`config.mk`:
```
export PLATFORM = sky130hd
export DESIGN_NAME = stopwatch_core
export DESIGN_NICKNAME = d
export VERILOG_FILES = /design/src/rtl/stopwatch_pkg.sv /design/src/rtl/bcd_digit_counter.sv /design/src/rtl/stopwatch_core.sv
export SDC_FILE = /design/constraint.sdc
export NUM_CORES = 1
export LEC_CHECK = 0
export BUFFER_PORTS_ARGS = -buffer_cell sky130_fd_sc_hd__buf_2
export CAP_MARGIN = 20
export CORE_MARGIN = 2
export CORE_UTILIZATION = 63
export DETAILED_ROUTE_END_ITERATION = 6
export GPL_TIMING_DRIVEN = 0
export PLACE_DENSITY = 0.84
export SLEW_MARGIN = 10
export SYNTH_ARGS = -nofsm -noshare
export SYNTH_HDL_FRONTEND = slang
export SYNTH_SLANG_ARGS = --single-unit
```
`constraint.sdc`:
```
create_clock -name clk -period 3 [get_ports clk]
set_input_delay 0.15 -clock clk [delete_from_list [all_inputs] [get_ports clk]]
set_output_delay 0.15 -clock clk [all_outputs]
set_load 0.05 [all_outputs]
```
`src/rtl/stopwatch_pkg.sv`:
```
// Shared definitions for the stopwatch core.
//   state_e    : operating states of the control FSM
//   DIGIT_W    : width of one BCD display digit
//   SEC_LIMIT  : highest seconds value before carry into minutes
//   HUND_LIMIT : highest hundredths value before carry into seconds
package stopwatch_pkg;

    localparam int DIGIT_W    = 4;
    localparam int SEC_LIMIT  = 59;
    localparam int HUND_LIMIT = 99;

    typedef enum logic [1:0] {
        ST_IDLE  = 2'd0,
        ST_RUN   = 2'd1,
        ST_PAUSE = 2'd2,
        ST_LAP   = 2'd3
    } state_e;

endpackage

```
`src/rtl/bcd_digit_counter.sv`:
```
// Two-digit BCD counter that wraps from MAX back to 00.
//   clk, rst_n           : clock, asynchronous active-low reset
//   inc_i                : advance by one this clock
//   clr_i                : force 00 (wins over inc_i)
//   tens_o, ones_o       : current registered value
//   nxt_tens_o, nxt_ones_o : value that will be loaded on the next edge
//   carry_o              : inc_i while at MAX (wrap), feeds the next stage
module bcd_digit_counter
    import stopwatch_pkg::*;
#(
    parameter int MAX = 99
) (
    input  logic               clk,
    input  logic               rst_n,
    input  logic               inc_i,
    input  logic               clr_i,
    output logic [DIGIT_W-1:0] tens_o,
    output logic [DIGIT_W-1:0] ones_o,
    output logic [DIGIT_W-1:0] nxt_tens_o,
    output logic [DIGIT_W-1:0] nxt_ones_o,
    output logic               carry_o
);

    localparam logic [DIGIT_W-1:0] MAX_TENS = DIGIT_W'(MAX / 10);
    localparam logic [DIGIT_W-1:0] MAX_ONES = DIGIT_W'(MAX % 10);

    logic [DIGIT_W-1:0] tens_q, ones_q;
    logic [DIGIT_W-1:0] tens_d, ones_d;
    logic               at_max;

    assign at_max  = (tens_q == MAX_TENS) && (ones_q == MAX_ONES);
    // Combinational carry so every stage of the chain moves on the same tick.
    assign carry_o = inc_i && at_max;

    always_comb begin
        tens_d = tens_q;
        ones_d = ones_q;
        if (clr_i) begin
            tens_d = '0;
            ones_d = '0;
        end else if (inc_i) begin
            if (at_max) begin
                tens_d = '0;
                ones_d = '0;
            end else if (ones_q == DIGIT_W'(9)) begin
                ones_d = '0;
                tens_d = tens_q + DIGIT_W'(1);
            end else begin
                ones_d = ones_q + DIGIT_W'(1);
            end
        end
    end

    always_ff @(posedge clk or negedge rst_n) begin
        if (!rst_n) begin
            tens_q <= '0;
            ones_q <= '0;
        end else begin
            tens_q <= tens_d;
            ones_q <= ones_d;
        end
    end

    assign tens_o     = tens_q;
    assign ones_o     = ones_q;
    assign nxt_tens_o = tens_d;
    assign nxt_ones_o = ones_d;

endmodule

```
`src/rtl/stopwatch_core.sv`:
```
// Stopwatch core: synchronises the 100 Hz hundredths clock, counts
// MM:SS.hh in BCD and supports run/pause, clear and lap-freeze.
//   clk, rst_n          : system clock, asynchronous active-low reset
//   hund_clk            : 100 Hz square wave, asynchronous to clk
//   start_stop, clear, lap : one-clk control pulses (priority clear > start_stop > lap)
//   min_*, sec_*, hs_*  : registered BCD display digits
//   running             : high in RUN and LAP
//   overflow            : one-clk pulse when MAX_MIN:59.99 wraps to 00:00.00
// Control pulses follow a single-cycle strobe protocol: each is sampled on
// exactly one rising clk edge; there is no back-pressure.
module stopwatch_core
    import stopwatch_pkg::*;
#(
    parameter int MAX_MIN = 59
) (
    input  logic               clk,
    input  logic               rst_n,
    input  logic               hund_clk,
    input  logic               start_stop,
    input  logic               clear,
    input  logic               lap,
    output logic [DIGIT_W-1:0] min_tens,
    output logic [DIGIT_W-1:0] min_ones,
    output logic [DIGIT_W-1:0] sec_tens,
    output logic [DIGIT_W-1:0] sec_ones,
    output logic [DIGIT_W-1:0] hs_tens,
    output logic [DIGIT_W-1:0] hs_ones,
    output logic               running,
    output logic               overflow
);

    localparam int DISP_W = 6 * DIGIT_W;

    // Two synchroniser stages, one history stage, registered rising-edge tick.
    logic sync1_q, sync2_q, sync3_q, tick_q;

    always_ff @(posedge clk or negedge rst_n) begin
        if (!rst_n) begin
            sync1_q <= 1'b0;
            sync2_q <= 1'b0;
            sync3_q <= 1'b0;
            tick_q  <= 1'b0;
        end else begin
            sync1_q <= hund_clk;
            sync2_q <= sync1_q;
            sync3_q <= sync2_q;
            tick_q  <= sync2_q & ~sync3_q;
        end
    end

    state_e state_q, state_d;
    logic   clear_acc;
    logic   lap_entry;
    logic   count_en;

    always_comb begin
        state_d   = state_q;
        clear_acc = 1'b0;
        lap_entry = 1'b0;
        case (state_q)
            ST_IDLE: begin
                if (clear)           clear_acc = 1'b1;
                else if (start_stop) state_d   = ST_RUN;
            end
            ST_PAUSE: begin
                if (clear) begin
                    clear_acc = 1'b1;
                    state_d   = ST_IDLE;
                end else if (start_stop) begin
                    state_d = ST_RUN;
                end
            end
            ST_RUN: begin
                // clear is not accepted while counting
                if (start_stop) begin
                    state_d = ST_PAUSE;
                end else if (lap) begin
                    state_d   = ST_LAP;
                    lap_entry = 1'b1;
                end
            end
            ST_LAP: begin
                if (start_stop)  state_d = ST_PAUSE;
                else if (lap)    state_d = ST_RUN;
            end
            default: state_d = ST_IDLE;
        endcase
    end

    // Decided on the pre-transition state so a tick alongside a stop still counts.
    assign count_en = tick_q && ((state_q == ST_RUN) || (state_q == ST_LAP));

    logic [DIGIT_W-1:0] hs_t, hs_o, hs_nt, hs_no;
    logic [DIGIT_W-1:0] sc_t, sc_o, sc_nt, sc_no;
    logic [DIGIT_W-1:0] mn_t, mn_o, mn_nt, mn_no;
    logic               hs_carry, sc_carry, mn_carry;

    bcd_digit_counter #(.MAX(HUND_LIMIT)) u_hund (
        .clk(clk), .rst_n(rst_n), .inc_i(count_en), .clr_i(clear_acc),
        .tens_o(hs_t), .ones_o(hs_o), .nxt_tens_o(hs_nt), .nxt_ones_o(hs_no),
        .carry_o(hs_carry)
    );

    bcd_digit_counter #(.MAX(SEC_LIMIT)) u_sec (
        .clk(clk), .rst_n(rst_n), .inc_i(hs_carry), .clr_i(clear_acc),
        .tens_o(sc_t), .ones_o(sc_o), .nxt_tens_o(sc_nt), .nxt_ones_o(sc_no),
        .carry_o(sc_carry)
    );

    bcd_digit_counter #(.MAX(MAX_MIN)) u_min (
        .clk(clk), .rst_n(rst_n), .inc_i(sc_carry), .clr_i(clear_acc),
        .tens_o(mn_t), .ones_o(mn_o), .nxt_tens_o(mn_nt), .nxt_ones_o(mn_no),
        .carry_o(mn_carry)
    );

    logic [DISP_W-1:0] live_q, live_d;
    logic [DISP_W-1:0] lap_q, lap_d;
    logic [DISP_W-1:0] disp_q, disp_d;
    logic              running_q, overflow_q;

    assign live_q = {mn_t, mn_o, sc_t, sc_o, hs_t, hs_o};
    assign live_d = {mn_nt, mn_no, sc_nt, sc_no, hs_nt, hs_no};

    // The lap register captures the count as it stood when lap was pressed.
    always_comb begin
        lap_d = lap_q;
        if (clear_acc)      lap_d = '0;
        else if (lap_entry) lap_d = live_q;
    end

    // Display is loaded with the value it must show after this edge.
    assign disp_d = (state_d == ST_LAP) ? lap_d : live_d;

    always_ff @(posedge clk or negedge rst_n) begin
        if (!rst_n) begin
            state_q    <= ST_IDLE;
            lap_q      <= '0;
            disp_q     <= '0;
            running_q  <= 1'b0;
            overflow_q <= 1'b0;
        end else begin
            state_q    <= state_d;
            lap_q      <= lap_d;
            disp_q     <= disp_d;
            running_q  <= (state_d == ST_RUN) || (state_d == ST_LAP);
            overflow_q <= mn_carry;
        end
    end

    assign {min_tens, min_ones, sec_tens, sec_ones, hs_tens, hs_ones} = disp_q;
    assign running  = running_q;
    assign overflow = overflow_q;

endmodule

```
==> results of run 1 <==
## cells by family (layout without fill, tap and decap cells)
family / after synthesis / after routing / synth area share [%]
flip-flops: 80 / 80 / 55.87
AO/OA/AOI/OAI: 55 / 55 / 9.463
XOR/XNOR: 7 / 7 / 1.711
AND/OR/NAND/NOR: 136 / 136 / 18.47
adder cells (fa/ha/maj): 12 / 12 / 4.190
multiplexers: 24 / 24 / 7.228
buffers and inverters: 25 / 75 / 3.073
## per-stage QoR
step	cell area [um^2]	hold slack, ns
6_report	4106	0.03921
5_1_grt	4106	0.03990
4_1_cts	4106	0.03820
3_5_place_dp	3859	0.07347
3_3_place_gp	3829	0.2577
2_1_floorplan	3583	-0.1456
## cell type report
type / instances / area (um^2)
sequential: 80 / 2002
inverter: 7 / 26.28
buffer: 18 / 83.83
timing repair buffer: 34 / 205.2
fill: 399 / 1400
multi-input combinational: 234 / 1471
clock buffer: 10 / 137.6
clock inverter: 6 / 90.09
tap: 72 / 90.09
## cell usage after synthesis (4+ instances only)
master,count
sky130_fd_sc_hd__o21ai_0,4
sky130_fd_sc_hd__nand3_1,9
sky130_fd_sc_hd__buf_2,10
sky130_fd_sc_hd__nand2_1,59
sky130_fd_sc_hd__ha_1,12
sky130_fd_sc_hd__o2bb2ai_1,6
sky130_fd_sc_hd__dfrtp_1,80
sky130_fd_sc_hd__inv_1,7
sky130_fd_sc_hd__nor2b_1,4
sky130_fd_sc_hd__nor2_1,30
sky130_fd_sc_hd__xor2_1,5
sky130_fd_sc_hd__a21oi_1,29
sky130_fd_sc_hd__a21o_1,4
sky130_fd_sc_hd__nor3_1,6
sky130_fd_sc_hd__mux2_2,13
sky130_fd_sc_hd__and3b_1,4
sky130_fd_sc_hd__mux2i_1,9
sky130_fd_sc_hd__clkbuf_1,6
## metal layers
metal  up-vias  GRT usage [%]
li1       1254              -
met1      1304          35.40
met2        83          42.02
met3        13          6.335
met4         0          10.17
met5         -              0
## sequential cells by signal, summed over array words and instances, names as in the netlist
signal and flops:
disp_q 24, lap_q 24, overflow 1, running 1, state_q 2, sync1_q 1, sync2_q 1, sync3_q 1
tick_q 1, u_hund.ones_o 4, u_hund.tens_o 4, u_min.ones_o 4, u_min.tens_o 4, u_sec.ones_o 4, u_sec.tens_o 4
## how the worst max path moves through the flow
stage                                            to  cells after the start
final                          disp_q[11]$_DFF_PN0_                      7
after global routing           disp_q[20]$_DFF_PN0_                      7
after CTS                      disp_q[11]$_DFF_PN0_                      7
after detailed placement  u_sec.ones_o[2]$_DFF_PN0_                      5
after global placement    u_sec.ones_o[2]$_DFF_PN0_                      5
after floorplan                disp_q[19]$_DFF_PN0_                      8
## cells in the final DEF, fill, tap and decap left out, types with 4 or more instances in the layout
cell and count:
sky130_fd_sc_hd__nor3_1 6, sky130_fd_sc_hd__clkbuf_8 10, sky130_fd_sc_hd__nand2_1 59, sky130_fd_sc_hd__mux2i_1 9, sky130_fd_sc_hd__o2bb2ai_1 6, sky130_fd_sc_hd__ha_1 12
sky130_fd_sc_hd__inv_1 7, sky130_fd_sc_hd__clkbuf_1 6, sky130_fd_sc_hd__xor2_1 5, sky130_fd_sc_hd__o21ai_0 4, sky130_fd_sc_hd__buf_2 40, sky130_fd_sc_hd__mux2_2 13
sky130_fd_sc_hd__and3b_1 4, sky130_fd_sc_hd__nand3_1 9, sky130_fd_sc_hd__nor2_1 30, sky130_fd_sc_hd__a21oi_1 29, sky130_fd_sc_hd__dfrtp_1 80, sky130_fd_sc_hd__nor2b_1 4
sky130_fd_sc_hd__a21o_1 4
## worst max-delay path, delay by kind of cell (launching register included)
family | cells | cell delay [ns]
compound gates | 3 | 0.70
simple gates | 2 | 0.61
flops | 1 | 0.43
fa+ha+maj | 1 | 0.15
buf+inv | 1 | 0.07
## report_power, final
part           internal (mW)  switching (mW)
combinational         0.0412           0.111
clock                  0.494           0.396
sequential              1.09          0.0106
total                   1.63           0.518
## repair_timing
action / in CTS / in global routing
setup buffers: 0 / 0
hold endpoints to repair: 25 / 0
hold buffers: 2 / 0
==> results.md, run 1 <==
- The area growth from synthesis to layout is 14.60%.
- The slowest library cell on the worst path is sky130_fd_sc_hd__dfrtp_1.
- The final critical path time including I/O delays and setup is 2.126 ns.
- Traced cell by cell, the critical path runs through inv_1, ha_1, nand3b_1, nor3_4, o21ai_0, a221oi_1, a21oi_1.
- The number of DRC markers in iteration 0 is roughly 170.
- The type of element capturing the critical path is a register.
- The highest metal layer with signal wires is met4.
- The origin of the worst min-delay path is start_stop.
- After legalization and detailed placement, the total HPWL measured ~4800 um.
- The root buffer cell is sky130_fd_sc_hd__clkbuf_8.
- The most area-hungry cell type in the Yosys netlist is sky130_fd_sc_hd__dfrtp_1.
- The H-tree level count is 3.
- The worst path setup slack after routing is just under 0.9 ns.
- Data on the critical path is required at its endpoint by between 3 and 4 ns.
- The post-synthesis net count is about 360.
- At the placement stage, the worst setup path has a slack of 0.9616 ns.
- The congestion estimate from routability-driven global placement came to roughly 0.87.
- In the routed layout, each cell is associated on average with a via count of 5.757.
- In the final design database the tool counted about 400 nets.
- Entering global routing, the biggest net connects 57 pins.
- Setup repair after global routing left no endpoint under its margin.
- In this run the critical register-to-register path is launched from u_hund.ones_o[1]$_DFF_PN0_.
- Clock-pin slew was measured on the worst setup and hold paths at 0.08 ns.
- The headroom to the max-slew limit is just under 60%.
- Based on the critical path, the design can be clocked at up to roughly 470 MHz.
- From left edge to right edge, the die measures approximately 80 um.
- The total DRC errors in the routed layout is 0.
- The worst-case hold path end point is state_q[0]$_DFF_PN0_.
- The delay of the slowest cell on the worst path is approximately 0.43 ns.
- Max-cap violations in this run came to 0.
- The antenna diode instance count is 0.
- Overall power consumption after layout is estimated at approximately 2.1 mW.
- In this run the worst path has a maximum fanout of 6.
- The count of pins over their slew limit came to 0.
- The maximum vdd drop is about 0.40 mV.
- Summing the sequential cell areas from Yosys gives 55.87% of the chip area.
- The aggregate negative setup slack is 0 ns.
- The Yosys step of the flow raised 0 warnings.
- The clock net in this run drives a total of 80 sinks.
- Counting flops with an async set or reset pin after synthesis yields a share of 100.0%.
- The count of buffers added on input and output ports is 31.
- The die span in y is between 70 and 80 um.
- The total overflow left after global routing is 0.
- In this run the critical register-to-register path is captured at disp_q[11]$_DFF_PN0_.
- The depth of the worst register-to-register path is 7.
- The detailed route wirelength on metal2 is 3757 um.
- Yosys attributes the largest share of cell area to sky130_fd_sc_hd__dfrtp_1 56%, sky130_fd_sc_hd__nand2_1 6.2%, sky130_fd_sc_hd__ha_1 4.2%.
- The clock reaches the later pin of the worst-skew pair after around 0.36 ns.
- In the synthesized netlist the dominant register cell turns out to be sky130_fd_sc_hd__dfrtp_1.
- The number of cells traversed by the worst hold path is 2.
- For the pin with the worst max-slew slack, the measured transition is 0.6312 ns.
- The critical path in this run is classified as reg2reg.
- The floorplan step defined a die boundary enclosing 0.006308 mm^2.
- Leaving out filler cells and counting taps, the final layout contains approximately 460.
- The area share of the largest cell type after synthesis is a little under three fifths.
- The number of ports placed on the die boundary is 32.
- The power per cell area is ~520 mW/mm^2.
- The clock tree skew after final layout is 0.01011 ns.
- Before antenna repair, the detailed router went through 7 iterations.
- The leakage power total is 2.089 nW.
- The average wire per cell in the routed design is between 15 and 20 um.
- The number of synthesized flops with an enable pin is 0.
- The clock tree from TritonCTS is built.
- The worst setup path is launched from a register.
- The average size of a mapped cell is roughly 11 um^2.
- The run finished with clean final reports.
- The proportion of layout cells with a drive suffix above 1 is between 20% and 30%.
- The total length of routed met3 wires is roughly 390 um.
- The post-synth design cell area is about 0.0036 mm^2.
- The flip-flop and latch count after synthesis is 80.
- The routed design has between 7000 and 8000 um of wire.
- Tracing the worst setup path back leads to its startpoint at u_hund.ones_o[1]$_DFF_PN0_.
- The via count of the first global-routing pass is 2585.
- Synthesis produced 339 cells.
- The first global-routing pass estimated 12470 um of wire.
- The path class of the tightest hold or removal check is in2reg.
- The initial utilization of the core area, before any placement, comes to between 60% and 70%.
- The count of antenna-violating nets left after detailed routing is 0.
- The row count is 27.
- The share of the core filled with cells is approximately 75%.
- The routed metal-1 wire length is between 3000 and 4000 um.
- Setup violations remaining at the end of the flow were counted as 0.
- The core area is roughly 0.0055 mm^2.
- Setup slack on the worst reg-to-reg path comes out at a little under 0.9 ns.
- The arrival time of the worst setup path is 2.32 ns.
- The number of instances resized during post-cts repair is 0.
- The number of clock buffers added by TritonCTS is 9.
- The number of hold violations in the final report was 0.
- After synthesis, the netlist uses 46 different library cells.
- The maximum number of buffers from clock root to sink is 2.
- The routed layout has 2654 vias.
- The initial antenna violation count is 0.
- The cell total after placement is between 400 and 500.
- For this run, the total global-route usage over all layers was measured as about a quarter.
- The fraction of the cycle the final worst path needs is 70.87%.
(Power assumes the default switching activity.)
==> inputs of run 2 (changes only) <==
CORE_UTILIZATION = 59   (was 63)
PLACE_DENSITY = 0.79   (was 0.84)
clock period = 2.1 ns   (was 3 ns; I/O delays follow)
==> results.md, run 2 (synthesis results as in run 1) <==
- The number of cells traversed by the worst hold path is 2 (unchanged).
- The biggest fanout along the worst timing path came to 6 (unchanged).
- The row count is 28 (+3.7%).
- The wire length of the first global-routing pass is 12090 um (-3.0%).
- The measured slew at the worst slew-check pin is 0.6113 ns (-0.01990 ns).
- The total track usage is 24.35% (-2.1 points).
- The number of ports placed on the die boundary is 32 (unchanged).
- The number of DRC markers in iteration 0 is 209 (+25%).
- The total grt overflow is 0 (unchanged).
- The headroom to the max-slew limit came to 59.25% (+1.3 points).
- The total half-perimeter wirelength after legalization and detailed placement came to 4880 um (+0.67%).
- The total DRC errors in the routed layout came to 0 (unchanged).
- The type of the worst setup path is reg2reg.
- The count of antenna-violating nets left after detailed routing was 0 (unchanged).
- The antenna diode instance count came to 0 (unchanged).
- The worst register-to-register path begins at u_sec.tens_o[1]$_DFF_PN0_.
- The leakage power total is 2.130 nW (+2.0%).
- The maximum vdd drop is 0.4492 mV (+12%).
- The maximum number of pins on one net before global-route repair came to 54 (-5.3%).
- The count of vias placed by the detailed router is 2633 (-0.79%).
- The clock tree from TritonCTS is built.
- The arrival time of the worst setup path was 2.20 ns (-0.12 ns).
- The root buffer cell is sky130_fd_sc_hd__clkbuf_8.
- The peak clock frequency supported by timing was 508.9 MHz (+8.2%).
- The sink count of the clock tree is 80 (unchanged).
- The clock-pin slew on the worst setup and hold paths is 0.08 ns (about the same).
- The starting density of the core is 60.88% (-4.2 points).
- The smallest hold slack is 0.01670 ns (-0.02251 ns).
- The count of port buffers added during placement is 31 (unchanged).
- The power per cell area came to 746.5 mW/mm^2 (+43%).
- The die span in y is 81.94 um (+3.2%).
- The horizontal die dimension is 81.94 um (+3.2%).
- The source-to-sink clock delay at the later pin of the worst-skew pair is 0.35 ns (about the same).
- STA classifies the critical path endpoint as a register.
- The met1 track utilization from global routing is 32.70% (-2.7 points).
- The via count normalized by instance count came to 5.614 (-2.5%).
- The area growth from synthesis to layout is 17.32%.
- The core area came to 0.005886 mm^2 (+6.9%).
- The depth of the worst register-to-register path is 7 (unchanged).
- The kind of start point of the critical path is a register.
- The most congested layer reported by global routing is met2.
- The number of buffers created by CTS came to 9 (unchanged).
- The total of endpoints with negative setup slack in the final report is 0 (unchanged).
- The placer congestion estimate came to 0.8678 (+0.22%).
- The proportion of layout cells with a drive suffix above 1 is 23.35% (+3.0 points).
- The total wirelength of the detailed-routed design was 7527 um (about the same).
- The via count of the first global-routing pass came to 2561 (-0.93%).
- The H-tree level count is 3 (unchanged).
- The initial antenna violation count is 0 (unchanged).
- For hold timing, the worst endpoint is state_q[0]$_DFF_PN0_.
- The clock tree skew after final layout is 0.008344 ns (-0.001765 ns).
- The flow ran to the end, and the final reports show no timing, DRC or antenna violations.
- The worst hold path begins at start_stop.
- The floorplan die area is 0.006713 mm^2 (+6.4%).
- The setup slack of the worst register-to-register path is 0.14 ns (-0.74 ns).
- The final net count is 408 (+1.5%).
- The fraction of the cycle the final worst path needs is 93.56% (+23 points).
- In the final layout, the registers with the most flip-flops are disp_q x24, lap_q x24.
- The top cell types in the final layout, fill and taps aside, are 78 x sky130_fd_sc_hd__dfrtp_1, 59 x sky130_fd_sc_hd__nand2_1, 37 x sky130_fd_sc_hd__buf_2.
- The required time reported for the critical path endpoint is 2.34 ns (-0.86 ns).
- The met2 track demand over resource is 37.72% (-4.3 points).
- The number of hold violations in the final report was 0 (unchanged).
- The global-route met3 utilization was 4.945% (-1.4 points).
- The path class of the lowest-slack min-delay path is in2reg.
- The final critical path time including I/O delays and setup was 1.965 ns (-0.1611 ns).
- The power after layout is 3.138 mW (+46%).
- The leading cell type in the layout, fill and taps excluded is sky130_fd_sc_hd__dfrtp_1.
- The worst register-to-register path ends at disp_q[17]$_DFF_PN0_.
- The count of pins over their slew limit is 0 (unchanged).
- The maximum number of buffers from clock root to sink was 2 (unchanged).
- The average wire per cell in the routed design is 16.05 um (-1.6%).
- The number of iterations in the first detailed-routing pass is 4 (-3).
- The number of maximum-capacitance constraint violations is 0 (unchanged).
==> run 2: report_power, final <==
part / total [mW] / internal (mW) / switching (mW)
registers: 1.57 / 1.56 / 0.0156
clock network: 1.34 / 0.817 / 0.525
logic: 0.221 / 0.0614 / 0.160
total: 3.14 / 2.44 / 0.700
==> run 2: what timing repair did <==
action / CTS / global route
setup endpoints to repair: 0 / 28
resized for setup: 0 / 17
hold endpoints to repair: 28 / 0
hold buffers: 2 / 0
buffers inserted: 0 / 6
==> run 2: worst max path at each step <==
stage                                           from                        end  slack, ns  cells past startpoint
after floorplan           u_hund.tens_o[0]$_DFF_PN0_       disp_q[19]$_DFF_PN0_       0.31                      8
after global placement    u_hund.ones_o[1]$_DFF_PN0_       disp_q[21]$_DFF_PN0_       0.11                      7
after detailed placement  u_hund.ones_o[1]$_DFF_PN0_       disp_q[11]$_DFF_PN0_       0.04                      7
after CTS                       state_q[0]$_DFF_PN0_  u_sec.ones_o[2]$_DFF_PN0_       0.01                      5
after global routing       u_sec.ones_o[1]$_DFF_PN0_       disp_q[15]$_DFF_PN0_     -0.002                      8
final                      u_sec.tens_o[1]$_DFF_PN0_       disp_q[17]$_DFF_PN0_       0.14                      7
==> run 2: worst max-delay path, stage by stage (launching register included) <==
cell	delay (ns)
sky130_fd_sc_hd__dfrtp_1	0.42
sky130_fd_sc_hd__inv_1	0.07
sky130_fd_sc_hd__ha_1	0.19
sky130_fd_sc_hd__nand3b_1	0.21
sky130_fd_sc_hd__nor3_4	0.36
sky130_fd_sc_hd__a21oi_1	0.08
sky130_fd_sc_hd__o221a_2	0.26
sky130_fd_sc_hd__mux2_2	0.26
==> run 2: stage by stage <==
step           instance area (um^2)  worst slack (ns)  util, %    TNS, ns  instances
5_1_grt                        4204         -0.002219    71.43  -0.002219        469
2_1_floorplan                  3583            0.3101        -          0        339
3_5_place_dp                   3862           0.04269    65.63          0        446
6_report                       4204            0.1351    71.43          0        469
4_1_cts                        4118           0.01231    69.96          0        463
3_3_place_gp                   3832            0.1075    65.11          0        445
==> run 2: final cells by class <==
type / count / area (um^2)
sequential: 80 / 2004
fill: 430 / 1682
multi-input combinational: 234 / 1498
timing repair buffer: 40 / 250.2
clock buffer: 12 / 145.1
buffer: 18 / 96.34
tap: 75 / 93.84
clock inverter: 3 / 90.09
inverter: 7 / 26.28
==> run 2: layer usage <==
| layer | routed length, um | up-vias |
|---|---|---|
| met2 | 3634 | 66 |
| met3 | 319 | 17 |
| met1 | 3399 | 1296 |
| met5 | 0 | - |
| met4 | 174 | 0 |
| li1 | - | 1254 |
